## config.mk

```make
export PLATFORM = sky130hd
export DESIGN_NAME = poly1305_block_mul
export DESIGN_NICKNAME = d
export VERILOG_FILES = /design/src/rtl/poly1305_pkg.sv /design/src/rtl/poly1305_pad.sv /design/src/rtl/poly1305_block_mul.sv
export SDC_FILE = /design/constraint.sdc
export NUM_CORES = 2
export LEC_CHECK = 0
export CAP_MARGIN = 0
export CORE_MARGIN = 2
export CORE_UTILIZATION = 56
export DETAILED_ROUTE_END_ITERATION = 10
export MAX_ROUTING_LAYER = met4
export PLACE_DENSITY = 0.87
export SLEW_MARGIN = 0
export SYNTH_ARGS = -nofsm -noshare
export SYNTH_HDL_FRONTEND = slang
export SYNTH_SLANG_ARGS = --single-unit
```

## constraint.sdc

```tcl
create_clock -name clk -period 5.3 [get_ports clk]
set_input_delay 0.53 -clock clk [delete_from_list [all_inputs] [get_ports clk]]
set_output_delay 0.53 -clock clk [all_outputs]
set_load 0.03 [all_outputs]
```

## src/rtl/poly1305_pkg.sv

```systemverilog
// Shared definitions for the Poly1305 datapath: modulus, r clamp mask,
// datapath widths, the block-multiplier state encoding and the clamp helper.
package poly1305_pkg;

    localparam int ACC_W  = 130;   // accumulator h
    localparam int SUM_W  = 131;   // h + padded block, no truncation
    localparam int PROD_W = 258;   // product handed to the reducer
    localparam int KEY_W  = 128;   // r
    localparam int BLK_W  = 128;   // raw message block
    localparam int PAD_W  = 129;   // padded block m

    localparam logic [ACC_W-1:0] POLY1305_P   = 130'h3_ffff_ffff_ffff_ffff_ffff_ffff_ffff_fffb;
    localparam logic [KEY_W-1:0] R_CLAMP_MASK = 128'h0fff_fffc_0fff_fffc_0fff_fffc_0fff_ffff;

    typedef enum logic [2:0] {
        ST_IDLE = 3'd0,
        ST_ADD  = 3'd1,
        ST_MUL  = 3'd2,
        ST_REQ  = 3'd3,
        ST_WAIT = 3'd4
    } state_e;

    // Clear the bits of r that Poly1305 requires to be zero.
    function automatic logic [KEY_W-1:0] clamp_r(input logic [KEY_W-1:0] raw);
        return raw & R_CLAMP_MASK;
    endfunction

endpackage

```

## src/rtl/poly1305_pad.sv

```systemverilog
// Combinational Poly1305 block padding.
// Ports:
//   blk_data in  128  block as little-endian integer
//   blk_len  in  5    byte count (16..31 = full block, 0 = empty block)
//   m        out 129  padded block: low blk_len bytes plus a 1 just above them
module poly1305_pad
    import poly1305_pkg::*;
(
    input  logic [BLK_W-1:0] blk_data,
    input  logic [4:0]       blk_len,
    output logic [PAD_W-1:0] m
);

    logic [6:0]       bit_cnt_s;
    logic [PAD_W-1:0] pad_bit_s;
    logic [PAD_W-1:0] data_ext_s;

    // Select full-block, empty-block or masked partial-block padding.
    always_comb begin
        bit_cnt_s  = {blk_len[3:0], 3'b000};
        pad_bit_s  = 129'd1 << bit_cnt_s;
        data_ext_s = {1'b0, blk_data};
        if (blk_len[4]) begin
            m = {1'b1, blk_data};
        end else if (blk_len[3:0] == 4'd0) begin
            m = 129'd1;
        end else begin
            // pad_bit - 1 is the mask of the low n bytes
            m = (data_ext_s & (pad_bit_s - 129'd1)) | pad_bit_s;
        end
    end

endmodule

```

## src/rtl/poly1305_block_mul.sv

```systemverilog
// Poly1305 accumulate-and-multiply stage: h <- reduce((h + m) * r).
// Forms the 258-bit product with a STEP-bits-per-cycle shift-add multiplier,
// hands it to an external mod (2^130-5) reducer and writes the result to h.
// Ports:
//   clk, reset_n             clock, synchronous active-low reset
//   key_load, key_r          load clamped r (IDLE only)
//   acc_clear                zero h (IDLE only; applied before key_load)
//   blk_valid/blk_ready      block handshake; blk_data/blk_len block payload
//   red_start/red_value      one-cycle reducer request with the product
//   red_busy/red_done/red_result  reducer status and result
//   acc_out                  current h
//   busy, done               not-IDLE flag; one-cycle pulse when h updates
module poly1305_block_mul
    import poly1305_pkg::*;
#(
    parameter int STEP = 1
) (
    input  logic               clk,
    input  logic               reset_n,
    input  logic               key_load,
    input  logic [KEY_W-1:0]   key_r,
    input  logic               acc_clear,
    input  logic               blk_valid,
    output logic               blk_ready,
    input  logic [BLK_W-1:0]   blk_data,
    input  logic [4:0]         blk_len,
    output logic               red_start,
    output logic [PROD_W-1:0]  red_value,
    input  logic               red_busy,
    input  logic               red_done,
    input  logic [ACC_W-1:0]   red_result,
    output logic [ACC_W-1:0]   acc_out,
    output logic               busy,
    output logic               done
);

    localparam int         NDIG     = KEY_W / STEP;
    localparam logic [6:0] LAST_DIG = 7'(NDIG - 1);

    state_e              state_r;
    logic [KEY_W-1:0]    r_r;
    logic [KEY_W-1:0]    rsh_r;      // r shifted left as digits are consumed
    logic [ACC_W-1:0]    h_r;
    logic [SUM_W-1:0]    s_r;
    logic [PROD_W-1:0]   p_r;
    logic [6:0]          cnt_r;
    logic [BLK_W-1:0]    data_r;
    logic [4:0]          len_r;
    logic                ready_r;
    logic                busy_r;
    logic                done_r;
    logic [PAD_W-1:0]    m_s;
    logic [PROD_W-1:0]   prod_s;

    poly1305_pad u_pad (
        .blk_data (data_r),
        .blk_len  (len_r),
        .m        (m_s)
    );

    // Partial product of s with the current most-significant r digit.
    assign prod_s = PROD_W'(s_r) * PROD_W'(rsh_r[KEY_W-1 -: STEP]);

    // Commands take the IDLE cycle they appear in, so a block waits one cycle.
    assign blk_ready = ready_r & ~key_load & ~acc_clear;
    assign red_start = (state_r == ST_REQ) & ~red_busy;
    assign red_value = p_r;
    assign acc_out   = h_r;
    assign busy      = busy_r;
    assign done      = done_r;

    // Block FSM with adder, shift-add multiplier and h write-back.
    always_ff @(posedge clk) begin
        if (!reset_n) begin
            state_r <= ST_IDLE;
            r_r     <= {KEY_W{1'b0}};
            rsh_r   <= {KEY_W{1'b0}};
            h_r     <= {ACC_W{1'b0}};
            s_r     <= {SUM_W{1'b0}};
            p_r     <= {PROD_W{1'b0}};
            cnt_r   <= 7'd0;
            data_r  <= {BLK_W{1'b0}};
            len_r   <= 5'd0;
            ready_r <= 1'b0;
            busy_r  <= 1'b0;
            done_r  <= 1'b0;
        end else begin
            case (state_r)
                ST_IDLE: begin
                    done_r <= 1'b0;
                    if (acc_clear) begin
                        h_r <= {ACC_W{1'b0}};
                    end
                    if (key_load) begin
                        r_r <= clamp_r(key_r);
                    end
                    if (blk_valid && blk_ready) begin
                        data_r  <= blk_data;
                        len_r   <= blk_len;
                        ready_r <= 1'b0;
                        busy_r  <= 1'b1;
                        state_r <= ST_ADD;
                    end else begin
                        ready_r <= 1'b1;
                    end
                end
                ST_ADD: begin
                    s_r     <= {1'b0, h_r} + {2'b00, m_s};
                    p_r     <= {PROD_W{1'b0}};
                    rsh_r   <= r_r;
                    cnt_r   <= 7'd0;
                    state_r <= ST_MUL;
                end
                ST_MUL: begin
                    p_r   <= (p_r << STEP) + prod_s;
                    rsh_r <= rsh_r << STEP;
                    cnt_r <= cnt_r + 7'd1;
                    if (cnt_r == LAST_DIG) begin
                        state_r <= ST_REQ;
                    end
                end
                ST_REQ: begin
                    if (!red_busy) begin
                        state_r <= ST_WAIT;
                    end
                end
                ST_WAIT: begin
                    if (red_done) begin
                        h_r     <= red_result;
                        done_r  <= 1'b1;
                        busy_r  <= 1'b0;
                        state_r <= ST_IDLE;
                    end
                end
                default: begin
                    state_r <= ST_IDLE;
                    ready_r <= 1'b0;
                    busy_r  <= 1'b0;
                    done_r  <= 1'b0;
                end
            endcase
        end
    end

endmodule

```

==> results by group <==
Floorplanning
  – Die ar.: 99,560 µm²
  – I/O Pins: 790
  – Die height: 315.5 µm
  – Starting Density: 56.37%
  – # rows: 114
  – Core Area: 96,420 µm²
  – Horiz. Die Dim: 315.5 µm

Timing
  – Final setup vio count: 0
  – Fin. max-slew vios: 0
  – Rel. slew slack: 2.465%
  – Hold Slack: 344.3 ps
  – Slew @ Worst Pin: 1452 ps
  – Hold Fails Final Rpt: 0
  – Clk_skew: 30.69 ps
  – Unrepaired setup endpoints after global routing: false
  – Minimum clock period after layout: 4973 ps
  – Setup TNS: 0 ps
  – Period utilization: 93.84%
  – Fmax: 201.1 MHz

Setup path
  – Crit. End Element: flop
  – Crit Path Max Fanout: 8
  – Worst reg2reg startpoint: len_r[0]$_SDFFE_PN0P_
  – Setup crit start kind: flop
  – R2R Setup Slk: 330 ps
  – Data arrival time of the worst path: 5510 ps
  – WS Path Type: flop to flop
  – Reg2Reg Depth: 19
  – Worst R2R End: s_r[103]$_SDFFE_PN0P_
  – Critical Path RT: 5830 ps

Logic synthesis
  – Yosys reg bits: 899
  – Async SR Flop Fraction: 0%
  – Top_reg_cell synth: dfxtp_1
  – Sequential share of the synthesized area: 33.11%
  – Post-synth EDFFs: 0
  – Cell variety after synth: 85
  – YS warnings: 0
  – Syn Std Cell Area: 54,350 µm²
  – Avg Inst Size Synth: 7.622 µm²
  – Synth Net Count: 7,792
  – Synthesized instance count: 7,131

Finish
  – Share of cells above drive strength 1: 4.603%
  – Design Area, Final: 66,380 µm²
  – Nets: 8,335
  – P&R area growth vs syn: 22.14%
  – Commonest non-fill, non-tap cell in the layout: nand2_1
  – Highest-count cells in the layout ignoring fill and taps: nand2_1 (1,296), dfxtp_1 (898), clkdlybuf4s50_1 (766), o21ai_0 (499), a21oi_1 (435)
  – Final cell count without fillers: 9,035
  – Post-Route Utilization: 68.85%

GRT
  – Vias in the first global route: 54,681
  – Gr ovfl total: 0
  – Initial antenna violation count: 3
  – Overall Global Routing Usage: 43.84%
  – First-pass GRT wire length: 329,500 µm
  – Largest net degree at the start of global routing: 293

Worst hold path
  – Hold Path Sink: data_r[75]$_SDFFE_PN0P_
  – Type of the worst min-delay path: input pin to flop
  – Hold path cells: 2
  – Min-Delay Startpoint: reset_n

Route
  – Post-Route WL: 222,900 µm
  – Routed WL per cell: 24.67 µm
  – Drt drc: 0
  – Routed via count: 57,788
  – DR pass1 iterations: 6
  – Drt via density: 6.396
  – Number of routed nets with antenna violations: 0
  – DR iter-0 viols: 6,699

Power
  – VDD IR max: 0.3220 mV
  – Cell Pwr Density: 228.1 nW/µm²
  – Leakage: 23.59 nW

Clock network
  – Maximum root-to-sink buffer count: 3
  – CTS clk-pin slew, worst paths: 60 ps
  – Clock net sink count: 899
  – Clock H-tree levels: 3
  – CTS root buf: clkbuf_16
  – Total CTS buffers: 97
  – Worst-Skew Late Latency: 700 ps
  – CTS tree: built
  – Hold buffers post-CTS: 0

Place
  – HPWL Detailed: 166,200 µm
  – Buffers added on ports: 767
  – Area after DPL: 63,030 µm²
  – GP Congestion: 1.070
  – Placed Cells: 8,850

Job
  – Max Cap Violations: 0

Status
  – Status: completed
## final cells by class
| cell class | instances | area [µm²] |
|---|---|---|
| clock inverter | 51 | 568.0 |
| multi-input combinational | 5658 | 34280 |
| clock buffer | 130 | 2724 |
| fill | 7431 | 30040 |
| antenna | 3 | 7.507 |
| timing repair buffer | 900 | 8768 |
| tap | 1276 | 1597 |
| sequential | 899 | 18000 |
| inverter | 118 | 442.9 |
## per-stage QoR
step / total power, mW / setup WS (ps)
after floorplan: 7.605 / 832.6
after detailed placement: 8.116 / 255.9
final: 15.15 / 326.7
after CTS: 15.12 / 232.8
after global routing: 15.48 / 0.3131
after global placement: 8.084 / 353.1
## cell families (layout without fill, tap and decap cells)
kind of cell	after synthesis	after routing	synth area share [%]
and+or+nand+nor	2860	2860	25.02
AOI/OAI and AO/OA	2164	2164	25.77
buffers and inverters	574	1199	4.031
DFF	899	899	33.11
adders and majority gates	263	263	6.082
xor gates and xnor gates	369	369	5.946
other	0	3	0
muxes	2	2	0.04144
## registers in the layout (all words and copies together), names as in the netlist, 3 cells and up
name	flops
acc_out	130
cnt_r	7
data_r	128
len_r	5
r_r	106
red_value	258
rsh_r	128
s_r	131
state_r	3
## layer usage
layer / share of wire, % / wire (µm) / GRT usage, % / vias to the layer above
met4: 6.4 / 14320 / 22.83 / 0
met3: 10 / 22210 / 8.927 / 766
met5: 0 / 0 / - / -
met2: 44 / 97070 / 66.63 / 3357
li1: - / - / - / 26181
met1: 40 / 89330 / 54.94 / 27484
## critical path, stage by stage (launching register included)
cell      delay [ps]
dfxtp_1          460
nor2b_1          200
nand2_1           90
ha_1             270
a21oi_1          280
buf_4            220
o21ai_0          130
ha_1             430
a21oi_2          240
o21bai_1         150
a221oi_2         320
o21ai_0          190
or3b_2           470
a211oi_1         230
a211oi_2          60
buf_4            170
buf_4            160
a21oi_1          270
xor2_1           340
o21ai_0          130
## worst max-delay path by stage
| stage | start | to |
|---|---|---|
| floorplan | len_r[1]$_SDFFE_PN0P_ | s_r[127]$_SDFFE_PN0P_ |
| global placement | len_r[0]$_SDFFE_PN0P_ | s_r[129]$_SDFFE_PN0P_ |
| detailed placement | len_r[0]$_SDFFE_PN0P_ | s_r[129]$_SDFFE_PN0P_ |
| CTS | len_r[0]$_SDFFE_PN0P_ | s_r[129]$_SDFFE_PN0P_ |
| global route | len_r[0]$_SDFFE_PN0P_ | s_r[126]$_SDFFE_PN0P_ |
| finish | len_r[0]$_SDFFE_PN0P_ | s_r[103]$_SDFFE_PN0P_ |
## power by group
part | internal [mW] | switching [mW] | total, mW
Sequential | 6.86 | 0.0741 | 6.94
Combinational | 0.432 | 0.662 | 1.09
Clock | 4.08 | 3.04 | 7.12
Total | 11.4 | 3.78 | 15.1
## what timing repair did
| item | 4_1_cts | 5_1_grt |
|---|---|---|
| setup buffers | 0 | 1 |
| gates resized for setup | 0 | 8 |
| endpoints found under the setup margin | 0 | 10 |
## cells in the mapped netlist, drive strengths merged, types with 8 or more instances
| master | count | share of area (%) |
|---|---|---|
| nor4 | 55 | 0.67 |
| and4 | 11 | 0.18 |
| xnor2 | 226 | 3.6 |
| and2 | 260 | 3.0 |
| o21bai | 76 | 1.0 |
| nor3 | 100 | 0.92 |
| xor2 | 143 | 2.3 |
| inv | 118 | 0.81 |
| nand2 | 1301 | 9.0 |
| or3 | 29 | 0.33 |
| o211ai | 29 | 0.43 |
| a21boi | 383 | 5.3 |
| ha | 261 | 6.0 |
| o31ai | 29 | 0.41 |
| or2 | 14 | 0.16 |
| a21o | 133 | 1.8 |
| a21oi | 439 | 4.0 |
| or4 | 8 | 0.11 |
| o21ai | 553 | 5.1 |
| dfxtp | 899 | 33 |
| nand2b | 19 | 0.22 |
| o21a | 31 | 0.43 |
| a211oi | 25 | 0.36 |
| a22oi | 334 | 4.6 |
| nor2b | 333 | 3.8 |
| buf | 46 | 0.38 |
| o41ai | 8 | 0.13 |
| a221o | 9 | 0.17 |
| a221oi | 17 | 0.29 |
| nand4 | 197 | 2.3 |
| o2111ai | 11 | 0.20 |
| and3 | 40 | 0.46 |
| a31oi | 27 | 0.32 |
| clkbuf | 410 | 2.8 |
| nor2 | 349 | 2.4 |
| nand3 | 122 | 1.1 |
(Power assumes the default switching activity.)
